File: config.mk
export PLATFORM = sky130hd
export DESIGN_NAME = pupil_locator
export DESIGN_NICKNAME = d
export VERILOG_FILES = /design/src/rtl/pupil_locator_pkg.sv /design/src/rtl/pupil_locator_divider.sv /design/src/rtl/pupil_locator.sv
export SDC_FILE = /design/constraint.sdc
export NUM_CORES = 1
export LEC_CHECK = 0
export CAP_MARGIN = 20
export CORE_UTILIZATION = 56
export DETAILED_ROUTE_END_ITERATION = 7
export PLACE_DENSITY = 0.88
export SLEW_MARGIN = 5
export SYNTH_ARGS = -nofsm -noshare
export SYNTH_HDL_FRONTEND = slang
export SYNTH_SLANG_ARGS = --single-unit
File: constraint.sdc
create_clock -name iCLK -period 4.47 [get_ports iCLK]
set_input_delay 0.894 -clock iCLK [delete_from_list [all_inputs] [get_ports iCLK]]
set_output_delay 0.894 -clock iCLK [all_outputs]
set_load 0.02 [all_outputs]
File: src/rtl/pupil_locator_pkg.sv
// rtl/pupil_locator_pkg.sv - shared coefficients and encodings for the pupil locator
package pupil_locator_pkg;

    localparam int GRAY_R = 77;
    localparam int GRAY_G = 151;
    localparam int GRAY_B = 28;

    typedef enum logic [1:0] {
        ST_ACCUM  = 2'd0,
        ST_DIV_X  = 2'd1,
        ST_DIV_Y  = 2'd2,
        ST_UPDATE = 2'd3
    } state_t;

    typedef enum logic [1:0] {
        MODE_GRAY     = 2'd0,
        MODE_BINARY   = 2'd1,
        MODE_COLOUR   = 2'd2,
        MODE_GRAY_ALT = 2'd3
    } mode_t;

endpackage

File: src/rtl/pupil_locator_divider.sv
// rtl/pupil_locator_divider.sv - serial restoring divider, one quotient bit per cycle
module serial_divider #(
    parameter int DVD_W = 36,
    parameter int DVS_W = 24
) (
    input  logic             iCLK,
    input  logic             iRST,
    input  logic             start,
    input  logic [DVD_W-1:0] dividend,
    input  logic [DVS_W-1:0] divisor,
    output logic             busy,
    output logic             done,
    output logic [DVD_W-1:0] quotient
);

    localparam int CW = $clog2(DVD_W + 1);

    logic [DVS_W-1:0] rem, dvs, rem_src, dvs_src, rem_next;
    logic [DVD_W-1:0] dvd_src;
    logic [DVS_W:0]   trial;
    logic             fits;
    logic [CW-1:0]    cnt;

    // The start cycle already performs the first step, so a division takes exactly DVD_W cycles.
    always_comb begin
        rem_src  = start ? '0 : rem;
        dvs_src  = start ? divisor : dvs;
        dvd_src  = start ? dividend : quotient;
        trial    = {rem_src, dvd_src[DVD_W-1]};
        fits     = (trial >= {1'b0, dvs_src});
        rem_next = fits ? DVS_W'(trial - {1'b0, dvs_src}) : trial[DVS_W-1:0];
    end

    always_ff @(posedge iCLK or negedge iRST) begin
        if (!iRST) begin
            rem      <= '0;
            dvs      <= '0;
            quotient <= '0;
            cnt      <= '0;
            busy     <= 1'b0;
            done     <= 1'b0;
        end else begin
            done <= 1'b0;
            if (start || busy) begin
                rem      <= rem_next;
                quotient <= {dvd_src[DVD_W-2:0], fits};
            end
            if (start) begin
                dvs  <= divisor;
                cnt  <= CW'(DVD_W - 1);
                busy <= 1'b1;
            end else if (busy) begin
                cnt <= cnt - CW'(1);
                if (cnt == CW'(1)) begin
                    busy <= 1'b0;
                    done <= 1'b1;
                end
            end
        end
    end

endmodule

File: src/rtl/pupil_locator.sv
// rtl/pupil_locator.sv - dark-pixel centroid tracker with gray/binary/colour video output
module pupil_locator
    import pupil_locator_pkg::*;
#(
    parameter int DATA_W   = 10,
    parameter int CNT_W    = 13,
    parameter int ROI_X0   = 256,
    parameter int ROI_X1   = 640,
    parameter int BOX_HALF = 20,
    parameter int MIN_PIX  = 64,
    parameter int SUM_W    = 36,
    parameter int NPIX_W   = 24
) (
    input  logic              iCLK,
    input  logic              iRST,
    input  logic              iDVAL,
    input  logic [DATA_W-1:0] iRed,
    input  logic [DATA_W-1:0] iGreen,
    input  logic [DATA_W-1:0] iBlue,
    input  logic [CNT_W-1:0]  iH_Cont,
    input  logic [CNT_W-1:0]  iV_Cont,
    input  logic [DATA_W-1:0] iThresh,
    input  logic [1:0]        iMode,
    input  logic              iMarkEn,
    output logic              oDVAL,
    output logic [DATA_W-1:0] oDATA_R,
    output logic [DATA_W-1:0] oDATA_G,
    output logic [DATA_W-1:0] oDATA_B,
    output logic [CNT_W-1:0]  oCX,
    output logic [CNT_W-1:0]  oCY,
    output logic              oPosValid,
    output logic              oDrop
);

    localparam int GW  = DATA_W + 9;
    localparam int SW1 = SUM_W + 1;
    localparam int NW1 = NPIX_W + 1;

    logic [GW-1:0]     gray_sum;
    logic [DATA_W-1:0] gray;
    logic              roi;

    logic              s1_dval, s1_roi;
    logic [DATA_W-1:0] s1_r, s1_g, s1_b, s1_gray;
    logic [CNT_W-1:0]  s1_h, s1_v;

    logic              dark, in_box, take, boundary, low_count;
    logic [CNT_W-1:0]  dh, dv;
    logic [DATA_W-1:0] pix_r, pix_g, pix_b;

    state_t            state;
    logic [CNT_W-1:0]  prev_v;
    logic [SUM_W-1:0]  sum_x, sum_y, snap_x, snap_y, qx, nxt_x, nxt_y, fresh_x, fresh_y;
    logic [NPIX_W-1:0] npix, snap_n, nxt_n, fresh_n;
    logic [SW1-1:0]    add_x, add_y;
    logic [NW1-1:0]    add_n;
    logic              div_kick, div_start, div_busy, div_done;
    logic [SUM_W-1:0]  div_q;

    function automatic logic [CNT_W-1:0] sat_q(input logic [SUM_W-1:0] q);
        return (q > SUM_W'({CNT_W{1'b1}})) ? {CNT_W{1'b1}} : q[CNT_W-1:0];
    endfunction

    assign gray_sum = GW'(GRAY_R) * GW'(iRed) + GW'(GRAY_G) * GW'(iGreen) + GW'(GRAY_B) * GW'(iBlue);
    assign gray     = DATA_W'(gray_sum >> 8);
    assign roi      = (iH_Cont >= CNT_W'(ROI_X0)) && (iH_Cont < CNT_W'(ROI_X1));

    always_ff @(posedge iCLK or negedge iRST) begin
        if (!iRST) begin
            s1_dval <= 1'b0;
            s1_roi  <= 1'b0;
            s1_r    <= '0;
            s1_g    <= '0;
            s1_b    <= '0;
            s1_gray <= '0;
            s1_h    <= '0;
            s1_v    <= '0;
        end else begin
            s1_dval <= iDVAL;
            s1_roi  <= roi;
            s1_r    <= iRed;
            s1_g    <= iGreen;
            s1_b    <= iBlue;
            s1_gray <= gray;
            s1_h    <= iH_Cont;
            s1_v    <= iV_Cont;
        end
    end

    assign dark   = s1_roi && (s1_gray < iThresh);
    assign dh     = (s1_h >= oCX) ? s1_h - oCX : oCX - s1_h;
    assign dv     = (s1_v >= oCY) ? s1_v - oCY : oCY - s1_v;
    assign in_box = iMarkEn && oPosValid && s1_roi
                    && (dh <= CNT_W'(BOX_HALF)) && (dv <= CNT_W'(BOX_HALF));

    always_comb begin
        pix_r = '0;
        pix_g = '0;
        pix_b = '0;
        if (s1_roi && !in_box) begin
            case (mode_t'(iMode))
                MODE_BINARY: begin
                    pix_r = {DATA_W{dark}};
                    pix_g = {DATA_W{dark}};
                    pix_b = {DATA_W{dark}};
                end
                MODE_COLOUR: begin
                    pix_r = s1_r;
                    pix_g = s1_g;
                    pix_b = s1_b;
                end
                default: begin
                    pix_r = s1_gray;
                    pix_g = s1_gray;
                    pix_b = s1_gray;
                end
            endcase
        end
    end

    always_ff @(posedge iCLK or negedge iRST) begin
        if (!iRST) begin
            oDVAL   <= 1'b0;
            oDATA_R <= '0;
            oDATA_G <= '0;
            oDATA_B <= '0;
        end else begin
            oDVAL   <= s1_dval;
            oDATA_R <= pix_r;
            oDATA_G <= pix_g;
            oDATA_B <= pix_b;
        end
    end

    // Saturating accumulation; on a frame boundary the accumulators restart from this cycle's pixel.
    assign take     = s1_dval && dark;
    assign add_x    = {1'b0, sum_x} + SW1'(s1_h);
    assign add_y    = {1'b0, sum_y} + SW1'(s1_v);
    assign add_n    = {1'b0, npix} + NW1'(1);
    assign nxt_x    = !take ? sum_x : (add_x[SUM_W] ? '1 : add_x[SUM_W-1:0]);
    assign nxt_y    = !take ? sum_y : (add_y[SUM_W] ? '1 : add_y[SUM_W-1:0]);
    assign nxt_n    = !take ? npix : (add_n[NPIX_W] ? '1 : add_n[NPIX_W-1:0]);
    assign fresh_x  = take ? SUM_W'(s1_h) : '0;
    assign fresh_y  = take ? SUM_W'(s1_v) : '0;
    assign fresh_n  = take ? NPIX_W'(1) : '0;
    assign boundary = (prev_v != '0) && (iV_Cont == '0);

    // X and Y share one divider: Y is launched in the same cycle X reports done.
    assign div_start = div_kick || ((state == ST_DIV_X) && div_done);

    serial_divider #(
        .DVD_W (SUM_W),
        .DVS_W (NPIX_W)
    ) u_div (
        .iCLK     (iCLK),
        .iRST     (iRST),
        .start    (div_start),
        .dividend (div_kick ? snap_x : snap_y),
        .divisor  (snap_n),
        .busy     (div_busy),
        .done     (div_done),
        .quotient (div_q)
    );

    always_ff @(posedge iCLK or negedge iRST) begin
        if (!iRST) begin
            state     <= ST_ACCUM;
            prev_v    <= '0;
            sum_x     <= '0;
            sum_y     <= '0;
            npix      <= '0;
            snap_x    <= '0;
            snap_y    <= '0;
            snap_n    <= '0;
            qx        <= '0;
            low_count <= 1'b0;
            div_kick  <= 1'b0;
            oCX       <= '0;
            oCY       <= '0;
            oPosValid <= 1'b0;
            oDrop     <= 1'b0;
        end else begin
            prev_v   <= iV_Cont;
            oDrop    <= 1'b0;
            div_kick <= 1'b0;
            sum_x    <= nxt_x;
            sum_y    <= nxt_y;
            npix     <= nxt_n;
            if (boundary) begin
                sum_x <= fresh_x;
                sum_y <= fresh_y;
                npix  <= fresh_n;
                if (state == ST_ACCUM) begin
                    snap_x    <= sum_x;
                    snap_y    <= sum_y;
                    snap_n    <= npix;
                    low_count <= (npix < NPIX_W'(MIN_PIX));
                    div_kick  <= !(npix < NPIX_W'(MIN_PIX));
                    state     <= (npix < NPIX_W'(MIN_PIX)) ? ST_UPDATE : ST_DIV_X;
                end else begin
                    oDrop <= 1'b1;
                end
            end
            case (state)
                ST_DIV_X: begin
                    if (div_done) begin
                        qx    <= div_q;
                        state <= ST_DIV_Y;
                    end
                end
                ST_DIV_Y: begin
                    if (div_done && !div_busy) state <= ST_UPDATE;
                end
                ST_UPDATE: begin
                    if (low_count) begin
                        oPosValid <= 1'b0;
                    end else begin
                        oCX       <= sat_q(qx);
                        oCY       <= sat_q(div_q);
                        oPosValid <= 1'b1;
                    end
                    state <= ST_ACCUM;
                end
                default: ;
            endcase
        end
    end

endmodule

==> results of run 1 <==
-- worst reg2reg max path: stages (launching register included) --
cell      delay, ns
dfrtp_1        0.44
nand2b_1       0.22
nor2_4         0.07
nor2_4         0.11
buf_12         0.24
mux2i_1        0.34
ha_1           0.35
and4_1         0.29
a21oi_1        0.15
a21boi_0       0.28
a21o_1         0.28
o31ai_1        0.12
a41oi_1        0.26
o21a_2         0.33
buf_4          0.27
nand2_1        0.08
a21oi_1        0.15
o22a_1         0.14
-- final cells by class --
cell class | count | area [um^2]
multi-input combinational | 1876 | 14600
antenna | 1 | 2.50
inverter | 257 | 965
clock buffer | 65 | 1340
clock inverter | 18 | 279
timing repair buffer | 252 | 2350
fill | 3200 | 15400
tap | 607 | 759
sequential | 451 | 11300
-- registers in the layout, summed over array words and instances, names as in the netlist, 13 cells and up --
register	cells
u_div.rem	24
snap_n	24
sum_y	36
s1_h	13
u_div.dvs	24
oCX	13
u_div.quotient	36
prev_v	13
snap_x	36
npix	24
qx	36
oCY	13
snap_y	36
sum_x	36
-- per-stage QoR --
stage	setup slack, ns	hold WS, ns
after floorplan	-1.24	0.371
after global placement	-2.05	0.458
after detailed placement	-2.15	0.463
after CTS	-0.977	0.346
after global routing	-1.34	0.376
final	-1.30	0.313
-- layer usage --
layer	track usage, %	share of wire [%]	up-vias
met3	4.29	7.0	330
met4	17.1	6.0	0
met1	37.0	38	11100
met5	0	0	-
met2	51.9	49	1168
li1	-	-	9852
-- placed cells by master, fill, tap and decap left out, types with 32 or more instances in the layout --
| master | netlist | final |
|---|---|---|
| nor2_1 | 105 | 93 |
| ha_1 | 201 | 182 |
| clkbuf_16 | 0 | 49 |
| and2_1 | 36 | 36 |
| dfrtp_1 | 451 | 449 |
| xnor2_1 | 40 | 39 |
| inv_1 | 257 | 244 |
| o22a_1 | 32 | 32 |
| nor3_1 | 64 | 62 |
| nand2_1 | 290 | 288 |
| buf_4 | 0 | 96 |
| fa_1 | 83 | 78 |
| o21ai_0 | 116 | 111 |
| nand3_1 | 94 | 92 |
| mux2i_1 | 33 | 33 |
| a21oi_1 | 202 | 193 |
| a221o_1 | 37 | 37 |
| and3_1 | 33 | 33 |
| a211oi_1 | 54 | 54 |
| a21o_1 | 33 | 33 |
| mux2_2 | 99 | 99 |
| clkdlybuf4s50_1 | 0 | 107 |
-- synthesized netlist by cell type (12+ instances only) --
master | n | area, um^2
nand2_1 | 290 | 1090
buf_2 | 17 | 85.1
a221o_1 | 37 | 370
nor4_1 | 28 | 175
clkbuf_1 | 92 | 345
o21a_1 | 20 | 150
and2_1 | 36 | 225
a21oi_1 | 202 | 1010
nand3_1 | 94 | 470
a31oi_1 | 27 | 169
o22a_1 | 32 | 280
and3_1 | 33 | 206
mux2i_1 | 33 | 330
dfrtp_1 | 451 | 11300
nand4_1 | 20 | 125
a211oi_1 | 54 | 405
fa_1 | 83 | 1660
xnor2_1 | 40 | 350
xor2_1 | 30 | 263
inv_1 | 257 | 965
nor2b_1 | 16 | 100
buf_1 | 12 | 45.0
nor2_1 | 105 | 394
mux2_2 | 99 | 1110
a21o_1 | 33 | 248
o21ai_0 | 116 | 581
nor3_1 | 64 | 320
and4_1 | 15 | 131
nand2b_1 | 17 | 106
ha_1 | 201 | 2510
-- cell families (layout without fill, tap and decap cells) --
family	after synthesis	count (layout)	share of synthesized area (%)
simple gates	766	766	13.9
compound gates	621	621	15.3
flops	451	451	42.0
buf+inv	381	592	5.49
fa+ha+maj	284	284	15.5
mux	135	135	5.55
xor+xnor	70	70	2.28
other cells	0	1	0
-- power by group through the flow --
stage	combinational (uW)	sequential (uW)	clock [uW]
floorplan	3820	4570	0
global placement	5180	4660	0
detailed placement	5520	4670	0
CTS	6790	4610	4190
global route	8430	4630	4350
finish	7870	4620	4180
-- worst min path at each step --
| stage | slack (ns) | cells after the start | start | end |
|---|---|---|---|---|
| after global routing | 0.38 | 1 | iRST | prev_v[0] |
| after floorplan | 0.37 | 0 | s1_dval | oDVAL |
| final | 0.31 | 1 | iRST | prev_v[0] |
| after global placement | 0.46 | 2 | qx[34] | qx[34] |
| after detailed placement | 0.46 | 2 | qx[22] | qx[22] |
| after CTS | 0.35 | 1 | iRST | prev_v[0] |
-- timing repair --
action / 4_1_cts / 5_1_grt
setup buffers: 18 / 8
pin swaps: 72 / 19
setup endpoints to repair: 10 / 28
resized for setup: 149 / 25
==> summary.txt, run 1 <==
Run status
  • Outcome: finished, violations left
  • Failing checks: negative setup slack

Clocking
  • CTS buffer count: 47
  • Clock buffer depth: 3
  • Clock Root Buffer: clkbuf_16
  • Clk pin slew, worst setup/hold paths: around 0.07 ns
  • Worst-Skew Late Latency: roughly 0.59 ns
  • Clk sink count: 451
  • H-tree Lvls: 2
  • Hold_buf cts: 0
  • CTS tree: yes

Power
  • VDD IR max: 0.851 mV
  • Clock share of power: roughly a quarter
  • Sw Ratio: 35.3%
  • Combinational share of power: between 40% and 50%
  • Cell Int Power: between 10000 and 15000 uW
  • Seq pwr share: between 20 and 30%
  • Pwr dens: about 530 nW/um^2
  • Power, Total: 16700 uW
  • Sw power: roughly 5900 uW
  • Leakage: 0.0153 uW

Floorplanning
  • Core Region: roughly 47000 um^2
  • Initial core utilization: a little under three fifths
  • Row Count: 79
  • Die area: approximately 49000 um^2
  • Width of the chip: 221 um
  • Io pins: around 130
  • Chip height: 221 um

GRT
  • Gr ovfl total: 0
  • Largest net degree at the start of global routing: between 100 and 150
  • Total GRT Usage: a little under a third
  • First-pass GRT wire length: 119000 um
  • Initial antenna violation count: 1
  • Vias in the first global route: ~23000

Yosys
  • EDFF count, synth: 0
  • Post-Syn Area: about 27000 um^2
  • Seq/Total Area, Yosys: a little over two fifths
  • Syn Nets: between 3000 and 4000
  • Syn Inst Count: 2708
  • Number of synthesis warnings: 0
  • Asr flop ratio synth: 100%
  • Post-synth top flop: dfrtp_1
  • Unique cell type count in the Yosys netlist: ~80
  • FF+latch count, synth: between 400 and 500
  • Mapped Avg Cell Area: 9.92 um^2

STA
  • Slew Viols, Final: 0
  • Setup violators final: 10
  • Ratio of final minimum period to clock period: 129%
  • Final Hold Vio Count: 0
  • Clock Skew: 0.0175 ns
  • Max_slew headroom: a little under a third
  • TNS Setup: -10.17 ns
  • Final min period: slightly below 6 ns
  • PnR worst setup slack: -1.30 ns
  • Unrepaired setup endpoints after global routing: true
  • Fmax: between 150 and 200 MHz
  • Worst slew pin tran: about 1 ns

Worst setup path
  • Critical path's slowest cell: fa_1
  • CP most frequent cell: fa_1
  • Worst setup path startpoint: iBlue[4]
  • R2R setup slack: around 0.3 ns
  • CP max stage delay: roughly 0.54 ns
  • Crit Path Class: primary input to register
  • Crit path DAT: between 6 and 7 ns
  • Crit Reg-Reg Startpoint: state[1]
  • Worst Path Max Fanout: 4
  • WP data required: 4.99 ns
  • Element type at the critical path start: primary input
  • WP buf/inv: 8
  • Top delay family on crit path: adder cells
  • Crit path to: s1_gray[9]
  • Crit path capture type: register
  • R2r endpoint: u_div.rem[21]
  • CP Depth: 28
  • FF-to-FF path depth: 17

Finish
  • Layout cells sized above 1: around 14%
  • Post-route core utilization: roughly two thirds
  • Layout Area Growth over Synthesis: 17.4%
  • Post-route cell area: ~32000 um^2
  • Final std cells w/o fill: 3527
  • Fin nets: ~3200

Route
  • Wire per inst: 21.5 um
  • Vias: ~22000
  • Initial detailed-routing violation count: 2474
  • DRC: 0
  • Drt first pass iters: 6
  • Vias per cell: roughly 6.4
  • DRT Wirelength: between 70000 and 80000 um
  • Antenna-violating nets left: 0

Place
  • DP HPWL: 50300 um
  • Dpl cells: between 3000 and 4000
  • Post-DP Area: between 20000 and 30000 um^2
  • Placer Congestion: 0.933
  • Port Buf Inserts: 130

Min path
  • Hold crit path type: primary input to asynchronous set/reset pin

Flow run
  • # Max-Cap Violations: 0
(Power assumes the default switching activity.)
==> run 2: changes to the inputs <==
--- a/config.mk
+++ b/config.mk
@@ -9,7 +9,9 @@
 export CORE_UTILIZATION = 56
 export DETAILED_ROUTE_END_ITERATION = 7
 export PLACE_DENSITY = 0.88
+export RECOVER_POWER = 100
 export SLEW_MARGIN = 5
 export SYNTH_ARGS = -nofsm -noshare
 export SYNTH_HDL_FRONTEND = slang
+export SYNTH_HIERARCHICAL = 1
 export SYNTH_SLANG_ARGS = --single-unit
==> run 2 against run 1 <==
Effect of this change: critical path depth down 3; the run still ends with negative setup slack left; global-route usage down 0.78 points; wire length down 0.12%; first-iteration DRC count down 20%; critical endpoint unchanged; worst hold slack better by 0.027 ns; sequential share of layout area down 0.33 points; via count down 2.4%; cell count down 2.3%; count of clock-buffer cells in the layout unchanged.
==> summary.txt, run 2 <==
Worst setup path
  • FF-to-FF path depth: 12
  • CP max stage delay: about 0.53 ns
  • WP data required: about 5 ns
  • Crit Path Class: primary input to register
  • Critical path's slowest cell: fa_1
  • Worst Path Max Fanout: 2
  • R2r endpoint: u_div/rem[20]
  • Crit path to: s1_gray[9]
  • Crit path DAT: ~6.1 ns
  • Element type at the critical path start: primary input
  • Worst setup path startpoint: iBlue[0]
  • Crit Reg-Reg Startpoint: state[1]
  • R2R setup slack: approximately 0.28 ns
  • Crit path capture type: register

Yosys
  • Ranking of synthesized cells by area: dfrtp_1 (41%), ha_1 (9.2%), mux2_2 (7.0%)
  • Seq/Total Area, Yosys: between 40% and 50%
  • Unique cell type count in the Yosys netlist: slightly above 90
  • Post-synth top area cell: dfrtp_1
  • Most frequent cells after synthesis: dfrtp_1 (451), inv_1 (237), ha_1 (200)
  • Post-synthesis mux area share: 9.72%
  • Asr flop ratio synth: between 90% and 100%
  • Syn Inst Count: around 2600
  • Post-synth top flop: dfrtp_1
  • Post-Syn Area: about 27000 um^2
  • Post-Synth Simple-Gate Area: 11.1%
  • Synth top area share: 41.5%
  • Mapped Avg Cell Area: between 10 and 15 um^2
  • Top-count cell post-synth: dfrtp_1
  • FF+latch count, synth: between 400 and 500
  • Synth Area in Compound Gates: between 10% and 20%
  • Syn Nets: roughly 3000
  • EDFF count, synth: 0
  • Post-synthesis xor/xnor area fraction: under 10%
  • Largest family of logic cells by synthesized area: adder cells
  • Synth Area in Adders: between 15 and 20%
  • Number of synthesis warnings: 6

Finish
  • Fin nets: ~3200
  • ANT cells: 0
  • Layout cells sized above 1: ~18%
  • Post-route cell area: approximately 32000 um^2
  • FILL cells: approximately 3300
  • Most common cell after layout, fill and taps aside: dfrtp_1
  • Layout Area Growth over Synthesis: 17.0%
  • Most frequent cells in the layout: dfrtp_1 (450), inv_1 (223), nand2_1 (186), ha_1 (183), mux2_2 (170)
  • Post-route core utilization: approximately 67%

Power
  • Seq pwr share: ~28%
  • Sw Ratio: roughly 36%
  • Clock share of power: between 20% and 30%
  • Power, Total: about 17000 uW
  • Sw power: between 5000 and 6000 uW
  • Leakage: roughly 0.015 uW
  • Pwr dens: 519 nW/um^2
  • Combinational share of power: a little under half
  • Cell Int Power: between 10000 and 15000 uW
  • VDD IR max: between 0.6 and 0.7 mV

GRT
  • Total GRT Usage: between 20% and 30%
  • Initial antenna violation count: 0
  • Gr ovfl total: 0
  • First-pass GRT wire length: 117000 um
  • Largest net degree at the start of global routing: 108
  • Vias in the first global route: 22200

STA
  • Fmax: between 150 and 200 MHz
  • Worst slew pin tran: roughly 1.1 ns
  • Clock Skew: approximately 0.043 ns
  • Max_slew headroom: roughly a quarter
  • Final min period: around 5.6 ns
  • Slew Viols, Final: 0
  • Setup violators final: 9
  • Final Hold Slack: between 0.3 and 0.4 ns
  • Unrepaired setup endpoints after global routing: true
  • Final Hold Vio Count: 0
  • PnR worst setup slack: -1.13 ns
  • Ratio of final minimum period to clock period: 125%

Route
  • DRC: 0
  • Vias per cell: about 6.4
  • Antenna-violating nets left: 0
  • Drt first pass iters: 8
  • Initial detailed-routing violation count: between 1500 and 2000
  • DRT Wirelength: 75600 um
  • Vias: roughly 22000
  • Wire per inst: between 20 and 25 um

Floorplanning
  • Chip height: ~220 um
  • Die area: approximately 49000 um^2
  • Initial core utilization: 56.8%
  • Width of the chip: approximately 220 um
  • Io pins: 131
  • Row Count: 80
  • Core Region: 47800 um^2

Run status
  • Failing checks: negative setup slack
  • Outcome: finished, violations left

Place
  • Port Buf Inserts: 130
  • DP HPWL: ~50000 um
  • Pre-CTS setup slack: -2.06 ns
  • Placer Congestion: roughly 0.96
  • Post-DP Area: approximately 30000 um^2

Clocking
  • Clock Root Buffer: clkbuf_16
  • H-tree Lvls: 2
  • Hold_buf cts: 0
  • Clock buffer depth: 3
  • Clk pin slew, worst setup/hold paths: roughly 0.06 ns
  • Worst-Skew Late Latency: ~0.61 ns
  • Clk sink count: 451
  • CTS buffer count: between 40 and 50
  • CTS tree: yes

Min path
  • Hold crit path type: primary input to asynchronous set/reset pin

Flow run
  • # Max-Cap Violations: 0
-- run 2: cell types whose count changed in the layout (fill, tap and decap cells not counted), sizes merged, moves of 34 or more --
cell	delta
a221o	-34
nand3	-46
mux2i	+37
nand2	-101
mux2	+71
a21oi	-89
-- run 2: worst min-delay path by stage --
stage / end / depth (start not counted)
2_1_floorplan: oDVAL / 0
3_3_place_gp: oDVAL / 0
3_5_place_dp: oDVAL / 0
4_1_cts: u_div/rem[11] / 1
5_1_grt: s1_b[2] / 1
6_report: u_div/rem[7] / 1
-- run 2: cells by family after synthesis --
logic type      count (synthesis)
fa+ha+maj                     283
simple gates                  607
compound gates                596
xor+xnor                       77
buf+inv                       349
mux                           242
flops                         451
-- run 2: per-layer routing --
metal | part of all wire [%] | wire length [um] | track usage, % | vias to the layer above
li1 | - | - | - | 9623
met1 | 39 | 29500 | 36.7 | 11000
met2 | 50 | 37600 | 50.9 | 1011
met3 | 6.2 | 4690 | 4.23 | 271
met4 | 5.1 | 3850 | 14.2 | 0
met5 | 0 | 0 | 0 | -
-- run 2: repair_timing --
action | CTS | global route
resized for setup | 101 | 58
endpoints found under the setup margin | 23 | 22
setup buffers | 11 | 12
pin swaps | 57 | 58
cloned | 0 | 1
-- run 2: critical path: cells and delay by family --
family / cells / cell delay, ns
AO/OA/AOI/OAI: 7 / 1.22
XOR/XNOR: 2 / 0.23
AND/OR/NAND/NOR: 6 / 1.03
adder cells (fa/ha/maj): 7 / 2.56
buffers and inverters: 3 / 0.18
-- run 2: power groups by stage --
| stage | combinational [uW] | clock [uW] | sequential, uW |
|---|---|---|---|
| final | 7780 | 4100 | 4630 |
| after global routing | 8440 | 4300 | 4640 |
| after CTS | 6700 | 4140 | 4610 |
| after detailed placement | 5700 | 0 | 4680 |
| after global placement | 5270 | 0 | 4670 |
| after floorplan | 3970 | 0 | 4590 |
-- run 2: metrics by stage --
step | instances | TNS, ns
after CTS | 3436 | -5.88
after global routing | 3447 | -8.50
after global placement | 3339 | -14.62
final | 3447 | -7.40
after floorplan | 2605 | -6.71
after detailed placement | 3339 | -16.07
-- run 2: cell type report --
| class | instances | area (um^2) | area share [%] |
|---|---|---|---|
| multi-input combinational | 1806 | 14900 | 46.9 |
| clock buffer | 65 | 1360 | 4.26 |
| clock inverter | 21 | 269 | 0.845 |
| inverter | 238 | 893 | 2.81 |
| sequential | 451 | 11300 | 35.5 |
| tap | 615 | 769 | 2.42 |
| timing repair buffer | 251 | 2320 | 7.28 |
